--- src/rtl/ex_data_req_pkg.sv ---
// Shared encodings for the EX-stage data request controller.
package ex_data_req_pkg;

  localparam logic [1:0] SizeB = 2'd0;
  localparam logic [1:0] SizeH = 2'd1;
  localparam logic [1:0] SizeW = 2'd2;

  typedef enum logic [1:0] {
    DreqIdle = 2'd0,
    DreqReq  = 2'd1,
    DreqWait = 2'd2
  } dreq_state_e;

endpackage

--- src/rtl/ex_data_req.sv ---
// EX-stage data-bus request controller: issues one load/store at a time, holds it until
// accepted, and forwards only live load responses to MEM.
module ex_data_req
  import ex_data_req_pkg::*;
(
  input  logic        clk,
  input  logic        resetn,
  input  logic        es_valid,
  input  logic        es_mem_op,
  input  logic        es_is_store,
  input  logic        es_ex,
  input  logic [1:0]  es_size,
  input  logic [31:0] es_addr,
  input  logic [31:0] es_wdata,
  input  logic [3:0]  es_wstrb,
  input  logic        es_fire,
  input  logic        reflush,
  output logic        es_mem_ready_go,
  output logic        data_sram_req,
  output logic        data_sram_wr,
  output logic [1:0]  data_sram_size,
  output logic [31:0] data_sram_addr,
  output logic [31:0] data_sram_wdata,
  output logic [3:0]  data_sram_wstrb,
  input  logic        data_sram_addr_ok,
  input  logic        data_sram_data_ok_bus,
  input  logic [31:0] data_sram_rdata_bus,
  output logic        data_sram_data_ok,
  output logic [31:0] data_sram_rdata
);

  dreq_state_e state_q;
  logic        issued_q;
  logic        discard_q;
  logic        wait_is_load_q;
  logic        hold_wr_q;
  logic [1:0]  hold_size_q;
  logic [31:0] hold_addr_q;
  logic [31:0] hold_wdata_q;
  logic [3:0]  hold_wstrb_q;

  logic issue;
  logic in_req;
  logic own_hs;

  assign in_req = (state_q == DreqReq);
  assign issue  = es_valid & es_mem_op & ~es_ex & ~issued_q & ~reflush & (state_q == DreqIdle);

  assign data_sram_req = issue | in_req;

  // A held request whose instruction was flushed still completes on the bus, but its
  // acceptance must not count as progress for whatever instruction now sits in EX.
  assign own_hs = (issue | (in_req & ~discard_q)) & data_sram_addr_ok;

  always_comb begin
    data_sram_wr    = es_is_store;
    data_sram_size  = es_size;
    data_sram_addr  = es_addr;
    data_sram_wdata = es_wdata;
    data_sram_wstrb = es_wstrb;
    if (in_req) begin
      data_sram_wr    = hold_wr_q;
      data_sram_size  = hold_size_q;
      data_sram_addr  = hold_addr_q;
      data_sram_wdata = hold_wdata_q;
      data_sram_wstrb = hold_wstrb_q;
    end
  end

  assign es_mem_ready_go = ~es_mem_op | es_ex | issued_q | own_hs;

  // A same-cycle flush drops the response even before discard has been registered.
  assign data_sram_data_ok = (state_q == DreqWait) & data_sram_data_ok_bus & wait_is_load_q &
                             ~discard_q & ~reflush;
  assign data_sram_rdata   = data_sram_rdata_bus;

  always_ff @(posedge clk or negedge resetn) begin
    if (!resetn) begin
      state_q        <= DreqIdle;
      issued_q       <= 1'b0;
      discard_q      <= 1'b0;
      wait_is_load_q <= 1'b0;
      hold_wr_q      <= 1'b0;
      hold_size_q    <= 2'd0;
      hold_addr_q    <= 32'd0;
      hold_wdata_q   <= 32'd0;
      hold_wstrb_q   <= 4'd0;
    end else begin
      case (state_q)
        DreqIdle: begin
          if (issue) begin
            wait_is_load_q <= ~es_is_store;
            discard_q      <= 1'b0;
            if (data_sram_addr_ok) begin
              state_q <= DreqWait;
            end else begin
              state_q      <= DreqReq;
              hold_wr_q    <= es_is_store;
              hold_size_q  <= es_size;
              hold_addr_q  <= es_addr;
              hold_wdata_q <= es_wdata;
              hold_wstrb_q <= es_wstrb;
            end
          end
        end
        DreqReq: begin
          if (reflush) discard_q <= 1'b1;
          if (data_sram_addr_ok) state_q <= DreqWait;
        end
        DreqWait: begin
          if (reflush) discard_q <= 1'b1;
          if (data_sram_data_ok_bus) state_q <= DreqIdle;
        end
        default: state_q <= DreqIdle;
      endcase
      issued_q <= (issued_q | own_hs) & ~(es_fire | reflush);
    end
  end

  // Responses may only arrive for an accepted transaction.
  a_no_stray_data_ok: assert property (@(posedge clk) disable iff (!resetn)
    data_sram_data_ok_bus |-> (state_q == DreqWait));

  a_legal_size: assert property (@(posedge clk) disable iff (!resetn)
    data_sram_req |-> (data_sram_size <= SizeW));

endmodule
--- config.mk ---
export PLATFORM = sky130hd
export DESIGN_NAME = ex_data_req
export DESIGN_NICKNAME = d
export VERILOG_FILES = /design/src/rtl/ex_data_req_pkg.sv /design/src/rtl/ex_data_req.sv
export SDC_FILE = /design/constraint.sdc
export NUM_CORES = 1
export LEC_CHECK = 0
export ABC_CLOCK_PERIOD_IN_PS = 3450
export BUFFER_PORTS_ARGS = -buffer_cell sky130_fd_sc_hd__buf_2
export CAP_MARGIN = 40
export CORE_ASPECT_RATIO = 0.75
export CORE_MARGIN = 2
export CORE_UTILIZATION = 49
export DETAILED_ROUTE_END_ITERATION = 10
export GPL_ROUTABILITY_DRIVEN = 0
export HOLD_SLACK_MARGIN = 0.05
export PLACE_DENSITY = 0.88
export SYNTH_ARGS = -nofsm -noshare
export SYNTH_HDL_FRONTEND = slang
export SYNTH_SLANG_ARGS = --single-unit
--- constraint.sdc ---
create_clock -name clk -period 3.45 [get_ports clk]
set_input_delay 0.1725 -clock clk [delete_from_list [all_inputs] [get_ports clk]]
set_output_delay 0.1725 -clock clk [all_outputs]
set_load 0.02 [all_outputs]
# After elaboration in Yosys (flattened, before gate mapping)
# Index checks and enable logic that the tools add are counted.
# classes
n_reduce_logical	7
div_mod_pow	0
addsub	0
n_lt_le_gt_ge	0
eq_ne	6
n_mux	13
shifts	0
n_bitwise	27
mul	0
# op_table
operator	n
$mux 32	2
$and 1x1->1	12
$mux 2	5
$reduce_and 3->1	3
$not 1->1	8
$or 1x1->1	7
$ne 2x2->1 const B	3
$pmux 2 s3	1
$mux 4	1
$mux 1	3
$eq 2x1->1 const B	1
$eq 2x2->1 const B	1
$logic_not 2->1	1
$ne 2x1->1 const B	1
$pmux 1 s2	1
$reduce_and 2->1	1
$reduce_bool 2->1	1
$reduce_or 2->1	1
# totals
inputBits	112
latch_bits	0
romBits	0
memories	0
ramBits	0
reg_bits	76
elab_cells	62
out_inout_bits	106

# Logic depth before layout (Yosys ltp)
# logic_depth
ltp_word	9
ltp_mapped	6
ltp_nobuf	5

# Least setup slack after synthesis
# Ideal clock, no wire load.
# synth_timing
path_type	register to register
from	reg state_q[0]
to	reg hold_addr_q[0]
t_arrival_ns	1.761
period_less_slack_ns	1.886
setup_ns	0.125
required_time_ns	3.325
path_stages_with_launch	7
setup_slack_ns	1.564
path_buffers	1
path_cell_list	dfrtp_1 inv_1 ha_1 nand3b_1 nor3_4 buf_6 mux2_2
# synth_via
elab_chain_cells	3
# synth_lines
element	line_no	source
start: declaration	ex_data_req.sv:32	dreq_state_e state_q;
start signal: assignment	ex_data_req.sv:79	state_q <= DreqIdle;
start signal: assignment	ex_data_req.sv:95	state_q <= DreqWait;
start signal: assignment	ex_data_req.sv:97	state_q <= DreqReq;
$logic_not 2->1 (*)	ex_data_req.sv:47, ex_data_req.sv:89	
$and 1x1->1	ex_data_req.sv:47	assign issue = es_valid & es_mem_op & ~es_ex & ~issued_q & ~reflush & (state_q == DreqIdle);
$reduce_and 3->1 (no source line) (*)	--	
end signal: assignment	ex_data_req.sv:100	hold_addr_q <= es_addr;
end: declaration	ex_data_req.sv:38	logic [31:0] hold_addr_q;
# Mark *: on every way between the ends. The rest lies on a longest branch, timed or not.
# A chain may end at the register's enable or synchronous reset.

# Final worst setup path
# layout_timing
from	reg state_q[1]
to	out es_mem_ready_go
# layout_via
elab_chain_cells	5
elab_cells_between_ends	7
cone_classes	eq/ne: 1; bitwise: 5; reduce/logical: 1
# layout_lines
element	line_no	source
$eq 2x1->1 / $logic_not 2->1 (equally long branches)	ex_data_req.sv:46, ex_data_req.sv:47	
$and 1x1->1, on equally long branches	ex_data_req.sv:53, ex_data_req.sv:47	
$or 1x1->1 (*)	ex_data_req.sv:53	assign own_hs = (issue | (in_req & ~discard_q)) & data_sram_addr_ok;
$and 1x1->1 (*)	ex_data_req.sv:53	
$or 1x1->1 (*)	ex_data_req.sv:70	assign es_mem_ready_go = ~es_mem_op | es_ex | issued_q | own_hs;
end: declaration	ex_data_req.sv:18	output logic es_mem_ready_go,
# Marked as above.

==> impl.org <==
** Placed design
- After detailed placement, the design holds a cell count of 516.
- Input and output buffers added on the ports amount to 153.
- The HPWL after detailed placement is 6380 um.

** Route
- Iteration-0 DRC Markers :: 69
- Vias :: 2794
- After detailed routing, the average wire length per cell comes to 16.5 um.
- The detail route stage leaves a number of antenna-violating nets equal to 0.
- Dividing the detail-routed via count by the number of cells gives 5.20.
- Total wire length after detailed routing :: 8840 um
- DRC violations left :: 0
- Before antenna repair, the detailed router went through 4 iterations.

** Synthesis
- The share of the Yosys chip area taken by registers is 0.463.
- After synthesis, the largest family of logic cells by area is multiplexers.
- In this run the mean area of a mapped cell was 13.6 sq um.
- Simple-gate share of the synthesized area :: 0.0237
- Ys async rst share :: 1.00
- Gate count after technology mapping :: 302
- Counting distinct cell types in the post-synthesis netlist gives 27.
- Synthesis produced a netlist with a net count of 417.
- Synthesized-area fraction occupied by ao, oa, aoi and oai cells :: 0.0265
- Number of synthesized register bits :: 76
- Multiplexer fraction of the synthesized cell area :: 0.389
- Among all flip-flop cells after synthesis, the most frequent one is sky130_fd_sc_hd__dfrtp_1.
- YS warnings :: 0
- Xor-xnor portion of the synthesized cell area :: 0
- Arithmetic-cell share of the synthesized area counting full adders, half adders and majority gates :: 0.00913
- Number of enable-type register cells in the synthesized netlist :: 0
- The cell area that synthesis handed to floorplanning was 4110 sq um.

** Global route
- Grt total ovfl :: 0
- The number of antenna violations at the first check in global routing is 0.
- In the global route stage, overall resource usage came out at 0.200.
- Entering global routing, the biggest net connects 62 pins.
- The number of global-route vias before repair came to 2986.
- Wire length of the first global-routing pass :: 14400 um

** CTS
- Clk slew on worst S/H paths :: 0.08 ns
- Number of clock sinks seen by CTS :: 76
- Clock tree synthesis inserted a total of 9 buffers.
- TritonCTS built the clock tree.
- At the later pin of the worst-skew pair, clock insertion delay measures 0.34 ns.
- The H-tree generated during clock tree synthesis spans 3 levels.
- Post-CTS resize count :: 0
- Worst-case clock buffer depth :: 2
- The tree is rooted in a sky130_fd_sc_hd__clkbuf_8.

** Finish
- Of the cells placed in the final design, the portion with a size suffix greater than 1 is 0.720.
- For this run, the post-layout net count is 542.
- The number of antenna diodes in the final layout is 0.
- Once layout is complete, the cells apart from fillers number 537.
- Relative to the synthesized area, the layout overhead comes to 21.0%.

** STA
- Setup violations remaining at the end of the flow were counted as 0.
- Derived from the worst setup path, the maximum achievable clock frequency is 0.429 GHz.
- Summed over all failing endpoints, the final setup total negative slack is 0 ns.
- The worst pin sits at a relative slew slack of 0.602.
- Across the routed clock network, the largest skew measured is 0.00459 ns.
- The number of hold-slack violations in the final timing report is 0.
- Setup repair after global routing left no endpoint under its margin.
- At the pin with the least slew margin, the transition time is 0.597 ns.
- Portion of the clock cycle consumed by the worst path in the final layout :: 0.676
- The final number of max-transition violations came to 0.
- Subtracting the final worst setup slack from the clock period gives 2.33 ns.

** Worst setup path
- The worst setup path is captured at an output pin.
- Path depth of the worst reg2reg path :: 6
- The endpoint identified for the worst register-to-register timing path is hold_wdata_q[19]$_DFFE_PN0P_.
- For the worst setup path, the data required time is 3.28 ns.
- Crit start category :: flip-flop
- Crit path max fanout :: 47
- CP Class :: reg2out
- CP arrival :: 2.16 ns
- The worst register-to-register path begins at state_q[0]$_DFFE_PN0P_.
- The critical path starts at state_q[1]$_DFFE_PN0P_.
- Slack of the worst reg-to-reg path :: 1.14 ns

** Power and ir drop
- Sequential group share of total power :: 0.452
- Summed over all nets, the switching power comes to 1.05 mW.
- Net switching fraction of the power :: 0.315
- Power spread over the standard cell area amounts to 671 nW/um^2.
- Total leakage power :: 2.37 nW
- Internal power comes to 2.29 mW.
- Part of the total power dissipated in the clock network :: 0.201
- Summing internal, switching and leakage power gives 3.34 mW.
- The share of total power dissipated in combinational logic is 0.347.
- Max VDD drop :: 0.000412 V

** Die
- Site row count :: 28
- Standard cell core area :: 8020 sq um
- The floorplan step set the die height to 83.3 um.
- Die area :: 9140 sq um
- Initial Utilization :: 0.512
- The die is 110 um wide.
- Num ports :: 218

** Min path
- Along the worst hold path, the cell count comes to 2.
- The min-delay analysis places its worst path in the category in2reg.
- The worst hold path terminates at hold_wdata_q[7]$_DFFE_PN0P_.
- Startpoint of the lowest-slack hold path :: es_wdata[7]

** Status
- Run status :: finished clean

** Job
- Number of maximum-capacitance violations :: 0
synth_stat cells, drive strengths merged, types with 2 or more instances:
cell type	count	area (sq um)
buf	40	324
clkbuf	8	30.0
dfrtp	76	1900
ha	3	37.5
inv	3	11.3
mux2	142	1600
nor2	4	15.0
nor2b	2	12.5
nor3	2	21.3
o211ai	3	22.5
o21ai	6	30.0
o31ai	2	15.0
or3b	2	20.0
sequential cells by signal (all words and copies together), names as in the netlist:
name	cells
issued_q	1
state_q	2
hold_wstrb_q	4
discard_q	1
hold_addr_q	32
wait_is_load_q	1
hold_wdata_q	32
hold_size_q	2
hold_wr_q	1
repair_timing:
item,4_1_cts,5_1_grt
hold buffers,4,1
hold endpoints to repair,79,1
setup buffers,0,0
cell type report:
type	count	area [sq um]
clock buffers	12	145
clock inverters	4	48.8
fillers	645	3050
inverters	3	11.3
multi-input cells	175	1860
flip-flops and latches	76	1900
well taps	105	131
repair buffers	162	881
power by group through the flow:
stage / registers [mW] / clock network (mW) / logic (mW)
3_3_place_gp: 1.49 / 0 / 1.10
2_1_floorplan: 1.45 / 0 / 0.930
5_1_grt: 1.56 / 0.742 / 1.26
3_5_place_dp: 1.52 / 0 / 1.16
4_1_cts: 1.51 / 0.699 / 1.17
6_report: 1.51 / 0.672 / 1.16
cell families (layout without fill, tap and decap cells):
family                     after synthesis  after routing
DFF                                     76             76
adders and majority gates                3              3
AOI/OAI and AO/OA                       16             16
buffers and inverters                   51            181
muxes                                  142            142
and+or+nand+nor                         14             14
per-layer routing:
layer  up-vias  global-route usage  wire, um
met4         0              0.0690        99
met5         -                   0         0
met2       109               0.331      4450
li1       1305                   -         -
met3        14              0.0816       710
met1      1366               0.234      3580
how the worst max path moves through the flow:
stage | slack, ns | cells past startpoint | endpoint
final | 1.12 | 7 | es_mem_ready_go
after CTS | 1.07 | 7 | es_mem_ready_go
after global routing | 0.94 | 7 | es_mem_ready_go
after global placement | 1.29 | 6 | hold_wdata_q[1]$_DFFE_PN0P_
after floorplan | 1.56 | 6 | hold_addr_q[0]$_DFFE_PN0P_
after detailed placement | 1.17 | 6 | hold_wdata_q[23]$_DFFE_PN0P_
worst max-delay path, stage by stage, from the launching register on:
cell and delay, ns:
sky130_fd_sc_hd__dfrtp_1 0.39, sky130_fd_sc_hd__inv_1 0.14, sky130_fd_sc_hd__ha_4 0.42, sky130_fd_sc_hd__buf_12 0.30, sky130_fd_sc_hd__inv_1 0.11, sky130_fd_sc_hd__o21ai_0 0.18, sky130_fd_sc_hd__a21o_1 0.13, sky130_fd_sc_hd__buf_2 0.15
cells in the final DEF (no fill, tap or decap), types with 2 or more instances in the layout:
cell type                       count
sky130_fd_sc_hd__buf_2            152
sky130_fd_sc_hd__buf_4              3
sky130_fd_sc_hd__clkbuf_1           2
sky130_fd_sc_hd__clkbuf_8          10
sky130_fd_sc_hd__clkinv_2           2
sky130_fd_sc_hd__dfrtp_1           76
sky130_fd_sc_hd__dlygate4sd3_1      5
sky130_fd_sc_hd__ha_1               2
sky130_fd_sc_hd__inv_1              3
sky130_fd_sc_hd__mux2_1             6
sky130_fd_sc_hd__mux2_2           136
sky130_fd_sc_hd__nor2_1             4
sky130_fd_sc_hd__nor2b_1            2
sky130_fd_sc_hd__o211ai_1           3
sky130_fd_sc_hd__o21ai_0            6
sky130_fd_sc_hd__o31ai_1            2
through the flow:
step	hold WS, ns	util	setup WS [ns]	area [sq um]
6_report	0.0743	0.620	1.12	4970
5_1_grt	0.0542	0.620	0.943	4970
4_1_cts	0.0538	0.619	1.07	4960
3_5_place_dp	0.0541	0.590	1.17	4730
3_3_place_gp	0.345	0.584	1.29	4680
2_1_floorplan	-0.123	-	1.56	4110
(Power assumes the default switching activity.)
